===== config.mk =====
export PLATFORM = sky130hd
export DESIGN_NAME = trivium_ctrl
export DESIGN_NICKNAME = d
export VERILOG_FILES = /design/src/rtl/trivium_ctrl.sv
export SDC_FILE = /design/constraint.sdc
export NUM_CORES = 2
export LEC_CHECK = 0
export BUFFER_PORTS_ARGS = -buffer_cell sky130_fd_sc_hd__buf_2
export CORE_UTILIZATION = 55
export CTS_CLUSTER_DIAMETER = 200
export CTS_CLUSTER_SIZE = 14
export DETAILED_ROUTE_END_ITERATION = 12
export PLACE_DENSITY = 0.72
export SLEW_MARGIN = 30
export SYNTH_ARGS = -nofsm -noshare
export SYNTH_HDL_FRONTEND = slang
export SYNTH_SLANG_ARGS = --single-unit

===== constraint.sdc =====
create_clock -name clk -period 9.07 [get_ports clk]
set_clock_uncertainty 0.05 [all_clocks]
set_input_delay 0.4535 -clock clk [delete_from_list [all_inputs] [get_ports clk]]
set_output_delay 0.4535 -clock clk [all_outputs]
set_load 0.02 [all_outputs]

===== src/rtl/trivium_ctrl.sv =====
// trivium_ctrl: serial key loader, data strober and FWFT output FIFO wrapped around a Trivium-style core.
// Define TRIVIUM_CTRL_TIMEOUT_EN to add the WAIT_READY / COLLECT watchdog.
module trivium_ctrl #(
  parameter int BURST_LEN    = 256,
  parameter int FIFO_DEPTH   = 256,
  parameter int INIT_TIMEOUT = 4095
) (
  input  logic        clk,
  input  logic        rst,
  input  logic [79:0] key_in,
  input  logic        key_load,
  output logic        busy,
  output logic        err,
  input  logic [7:0]  din,
  input  logic        din_valid,
  output logic        din_ready,
  output logic [7:0]  dout,
  output logic        dout_valid,
  input  logic        dout_ready,
  output logic        core_key,
  output logic        core_strob_key,
  output logic [7:0]  core_data,
  output logic        core_strob_data,
  input  logic [7:0]  core_stream,
  input  logic        core_wt_sgn,
  input  logic [7:0]  core_sign_reg,
  output logic [1:0]  core_fifo_cnd
);

  localparam int AW = (FIFO_DEPTH > 1) ? $clog2(FIFO_DEPTH) : 1;
  localparam logic [AW:0] LP_FULL = (AW+1)'(FIFO_DEPTH);
  localparam logic [AW:0] LP_HALF = (AW+1)'(FIFO_DEPTH / 2);
  localparam logic [8:0]  LP_BURST_LAST = 9'(BURST_LEN - 1);

  typedef enum logic [3:0] {
    IDLE, KEY_SHIFT, KEY_GAP, WAIT_READY, READY, SEND, COLLECT, DRAIN, ERROR
  } ctrlState_t;

  ctrlState_t  r_state;
  logic [79:0] r_keySh;
  logic [6:0]  r_bitCnt;
  logic [7:0]  r_coreData;
  logic [8:0]  r_burstCnt;
  logic        r_err;

  logic [7:0]  r_mem [0:FIFO_DEPTH-1];
  logic [AW-1:0] r_wrPtr;
  logic [AW-1:0] r_rdPtr;
  logic [AW:0] r_count;
  logic [1:0]  r_fifoCnd;

  logic        w_full;
  logic        w_pop;
  logic        w_collectPush;
  logic        w_ovf;
  logic        w_push;
  logic        w_wdogExpire;
  logic [AW:0] w_countNext;
  logic        w_unusedSign;

  // Only bit 2 (core waiting for data) of the core status matters here.
  assign w_unusedSign = ^{core_sign_reg[7:3], core_sign_reg[1:0]};

  assign dout_valid    = (r_count != '0);
  assign w_full        = (r_count == LP_FULL);
  assign w_pop         = dout_valid & dout_ready;
  assign w_collectPush = (r_state == COLLECT) & core_wt_sgn;
  assign w_ovf         = w_collectPush & w_full & ~w_pop;
  assign w_push        = w_collectPush & ~w_ovf;
  assign dout          = r_mem[r_rdPtr];

  always_comb begin
    w_countNext = r_count;
    if (w_push && !w_pop)
      w_countNext = r_count + 1'b1;
    else if (!w_push && w_pop)
      w_countNext = r_count - 1'b1;
  end

  function automatic logic [1:0] cndOf(input logic [AW:0] c);
    if (c == '0)           return 2'b00;
    else if (c == LP_FULL) return 2'b11;
    else if (c >= LP_HALF) return 2'b10;
    else                   return 2'b01;
  endfunction

`ifdef TRIVIUM_CTRL_TIMEOUT_EN
  localparam int WW = $clog2(INIT_TIMEOUT + 1);
  localparam logic [WW-1:0] LP_WD_LAST = WW'(INIT_TIMEOUT - 1);
  logic [WW-1:0] r_wdog;

  assign w_wdogExpire = (r_wdog == LP_WD_LAST) &&
                        ((r_state == WAIT_READY && !core_sign_reg[2]) ||
                         (r_state == COLLECT && !w_collectPush));

  // Counts idle cycles in the two waiting states; any exit or push restarts it.
  always_ff @(posedge clk or negedge rst) begin
    if (!rst)
      r_wdog <= '0;
    else if (w_wdogExpire || w_collectPush ||
             !(r_state == WAIT_READY || r_state == COLLECT) ||
             (r_state == WAIT_READY && core_sign_reg[2]))
      r_wdog <= '0;
    else
      r_wdog <= r_wdog + 1'b1;
  end
`else
  assign w_wdogExpire = 1'b0;
`endif

  always_ff @(posedge clk or negedge rst) begin
    if (!rst) begin
      r_state    <= IDLE;
      r_keySh    <= '0;
      r_bitCnt   <= '0;
      r_coreData <= '0;
      r_burstCnt <= '0;
      r_err      <= 1'b0;
    end else begin
      case (r_state)
        IDLE: begin
          if (key_load) begin
            r_keySh  <= key_in;
            r_bitCnt <= '0;
            r_state  <= KEY_SHIFT;
          end
        end
        KEY_SHIFT: begin
          r_keySh <= {r_keySh[78:0], 1'b0};
          if (r_bitCnt == 7'd79) begin
            r_bitCnt <= '0;
            r_state  <= KEY_GAP;
          end else begin
            r_bitCnt <= r_bitCnt + 1'b1;
          end
        end
        KEY_GAP: r_state <= WAIT_READY;
        WAIT_READY: begin
          if (core_sign_reg[2]) begin
            r_state <= READY;
          end else if (w_wdogExpire) begin
            r_err   <= 1'b1;
            r_state <= ERROR;
          end
        end
        READY: begin
          if (din_valid) begin
            r_coreData <= din;
            r_state    <= SEND;
          end
        end
        SEND: r_state <= COLLECT;
        COLLECT: begin
          if (w_ovf) begin
            r_err      <= 1'b1;
            r_burstCnt <= '0;
            r_state    <= ERROR;
          end else if (w_push) begin
            if (r_burstCnt == LP_BURST_LAST) begin
              r_burstCnt <= '0;
              r_state    <= DRAIN;
            end else begin
              r_burstCnt <= r_burstCnt + 1'b1;
            end
          end else if (w_wdogExpire) begin
            r_err      <= 1'b1;
            r_burstCnt <= '0;
            r_state    <= ERROR;
          end
        end
        DRAIN: begin
          if (w_countNext == '0)
            r_state <= READY;
        end
        ERROR: begin
          if (key_load) begin
            r_err    <= 1'b0;
            r_keySh  <= key_in;
            r_bitCnt <= '0;
            r_state  <= KEY_SHIFT;
          end
        end
        default: r_state <= IDLE;
      endcase
    end
  end

  always_ff @(posedge clk or negedge rst) begin
    if (!rst) begin
      r_wrPtr   <= '0;
      r_rdPtr   <= '0;
      r_count   <= '0;
      r_fifoCnd <= 2'b00;
    end else begin
      if (w_push) r_wrPtr <= r_wrPtr + 1'b1;
      if (w_pop)  r_rdPtr <= r_rdPtr + 1'b1;
      r_count   <= w_countNext;
      r_fifoCnd <= cndOf(w_countNext);
    end
  end

  // Storage needs no reset: emptiness is tracked by r_count alone.
  always_ff @(posedge clk) begin
    if (w_push)
      r_mem[r_wrPtr] <= core_stream;
  end

  assign busy            = !(r_state == IDLE || r_state == READY || r_state == ERROR);
  assign din_ready       = (r_state == READY);
  assign core_strob_key  = (r_state == KEY_SHIFT);
  assign core_key        = core_strob_key & r_keySh[79];
  assign core_strob_data = (r_state == SEND);
  assign core_data       = r_coreData;
  assign err             = r_err;
  assign core_fifo_cnd   = r_fifoCnd;

endmodule


==> flow_summary.toml <==
[grt]
antenna_found_initial = 1
grt_pass1_vias = 42600
grt.total_usage_pct = 25.2
grt.overflow.total = 0
grt_max_degree = 119
grt_pass1_wl_um = 287000

[yosys]
synth.cell_area_sq_um = 84900
ys.warnings.count = 0
synth-main-ff-cell = "edfxtp_1"
syn_inst = 4268
synth_nets = 4387
synth_seq_cells = 2184
async_flop_share_pct = 6.23
syn_avg_cell_area_sq_um = 19.9
synth_edf_count = 2048
yosysUniqueCellTypes = 69
yosysSeqAreaShare_pct = 76.5

[timing]
maxSlewViolCount = 0
fmax_mhz = 167
finalSetupViolCount = 0
fin_crit_sh_pct = 65.9
worst_slew_pin_slew_ns = 1.00
fin_tns_setup_ns = 0
timing.hold.ws_ns = 0.111
rsz0062_at_grt = "false"
min_period_ns = 5.98
setup_slack_ns = 3.09
slew_headroom_pct = 32.5
hold_viol = 0

[cts]
cts_setup_buffers = 0
insertion_delay_ns = 0.81
h-tree-depth = 4
path_clk_slew_ns = 0.06
clock-sinks = 2184
cts_made_buffers = 173
clockBufferDepth = 3
cts_tree = "done"
cts-root-buf = "clkbuf_16"

[worst_setup_path]
cp_top_family = "compound AO/OA/AOI/OAI gates"
start_kind = "flop"
crit_required_ns = 8.57
crit_type = "flop to primary output"
slowest_stage = "o41ai_1"
worstPathCellList = "buf_16, buf_12, buf_12, mux4_2, a22oi_1, a21oi_1, o41ai_1, nand4_1, buf_2"
critPathMaxFanout = 55
crit_top_cell = "buf_12"
critPathArrivalTime_ns = 5.48
end_kind = "primary output"
critPathMaxStageDelay_ns = 0.90
path_buf_inv = 4

[floorplan]
die_y_um = 395
num_rows = 143
initial_utilization_pct = 55.6
ios = 135
die_w_um = 395
fp.coreArea_sq_um = 153000
die_area_sq_um = 156000

[placed_design]
place.gp.congestion = 0.844
dp_hpwl_um = 110000
port_buffers = 127
placement.cell_area_sq_um = 87800
dp.cells = 6237
place_ws_ns = 3.71

[power_and_ir_drop]
ir_worst_vdd_v = 0.000281
total_power_mw = 25.2
leakage_nw = 29.3
power_per_cell_area_nw_per_um2 = 269

[detailed_routing]
wl_met3_um = 17300
wl_per_cell_um = 29.7
wl_met1_um = 77800
wl_met2_um = 94000
firstDrtPassIters = 7
vias = 42800
drt_wl_total_um = 195000
via_per_inst = 6.51
postRouteAntennaNets = 0
drc = 0
drt-initial-drc-count = 4992
routed.top_layer = "met5"

[final_layout]
post-route-util_pct = 61.4
layout-drive-gt1-share_pct = 21.3
area_growth_pct = 10.3
nets = 4593
finish.instance_area_sq_um = 93600
layout.cells.non_filler = 6567

[run]
drv_cap = 0

[status]
status = "finished, final reports clean"

[worst_hold_path]
hold_path_class = "input port to flop"
## report_power, final
part | internal [mW] | switching, mW
clock network | 3.52 | 3.37
logic | 2.97 | 3.94
registers | 11.2 | 0.263
## cells by family (layout without fill, tap and decap cells)
kind of cell,Yosys count,in the layout,share of synthesized area [%]
DFF,2184,2184,76.5
and+or+nand+nor,728,728,3.66
muxes,531,531,13.9
AOI/OAI and AO/OA,514,514,4.22
buffers and inverters,281,549,1.45
xor gates and xnor gates,21,21,0.217
adders and majority gates,9,9,0.133
other,0,1,0
## cell usage after synthesis (all sizes together), types with 2 or more instances
library cell  count  area share, %
nor2b            15           0.11
a22o             32           0.33
mux4            515             14
nor2            360            1.6
edfxtp         2048             72
and3             12          0.090
a31oi            84           0.62
xor2              7          0.072
nand2b            9          0.066
mux2i             7          0.083
buf             126           0.76
and2              8          0.059
o211ai            2          0.018
clkbuf          139           0.61
nand3b            2          0.018
o221ai            9          0.093
ha                9           0.13
a211oi            4          0.041
nand2           231            1.0
nand4            14           0.10
o21ai            31           0.20
mux2              9           0.12
o41ai            20           0.21
o22ai            13          0.096
or3               9          0.072
inv              16          0.071
nor4b             3          0.066
nor3             15          0.094
nor4              8          0.059
dfrtp           136            4.0
o22a              2          0.021
xnor2            14           0.14
o21bai            2          0.018
a22oi           169            1.5
a21oi            97           0.57
nand3            31           0.19
and4              6          0.065
a221oi           38           0.40
## cells in the final DEF (no fill, tap or decap), types with 9 or more instances in the layout
master	synthesis	layout
edfxtp_1	2048	2048
mux4_2	515	515
nor2_1	360	356
nand2_1	230	228
clkbuf_16	0	175
a22oi_1	169	169
dfrtp_1	136	134
buf_2	85	118
a21oi_1	97	97
dlygate4sd3_1	0	91
a31oi_1	84	84
buf_4	8	61
clkbuf_1	139	49
a221oi_1	37	37
a22o_1	32	32
o21ai_0	28	28
nand3_1	30	18
o41ai_1	20	16
inv_1	14	14
nand4_1	14	14
xnor2_1	14	14
o22ai_1	13	13
nand3_2	1	13
nor2b_1	15	12
nor3_1	14	12
and3_1	11	11
nand2b_1	9	9
o221ai_1	9	9
mux2_2	9	9
ha_1	9	9
buf_12	0	9
## state kept, by name (all words and copies together), names as in the netlist
register / flops
core_fifo_cnd: 2
core_data: 8
r_mem: 2048
err: 1
r_count: 9
r_wrPtr: 8
r_bitCnt: 7
r_rdPtr: 8
r_burstCnt: 9
r_keySh: 80
r_state: 4
## worst reg2reg max path, delay by kind of cell (launching register included)
family / cells / cell delay, ns
flops: 1 / 0.50
buf+inv: 2 / 0.60
fa+ha+maj: 1 / 0.27
simple gates: 5 / 2.43
## worst paths after layout
path / start / to / slack, ns / depth (start not counted)
max in group asynchronous: rst / r_keySh[57] / 7.52 / 3
min reg2reg: core_data[2] / core_data[2] / 0.45 / 1
min: core_stream[2] / r_mem[162][2] / 0.11 / 1
max: r_rdPtr[0] / dout[1] / 3.09 / 9
min in group asynchronous: rst / r_keySh[24] / 0.21 / 2
max reg2reg: r_count[0] / r_mem[197][3] / 4.84 / 8
## repair_timing
item                                   CTS  global route
hold buffers                            91             0
gates resized for setup                  0             0
endpoints found under the hold margin  169             0
## layout make-up
cell class              count  area (sq um)
flip-flops and latches   2184         64900
fillers                 10300         59000
multi-input cells        1803         18900
clock buffers             224          4560
well taps                2030          2540
repair buffers            296          2380
clock inverters            13           267
inverters                  16          60.1
diodes                      1          2.50
## per-layer routing
metal | vias up | GRT usage [%]
met5 | - | 0
met4 | 2 | 7.95
met3 | 312 | 5.10
met1 | 22600 | 36.1
li1 | 17900 | -
met2 | 2026 | 39.4
Note: power is estimated with default switching activity, not from simulation.
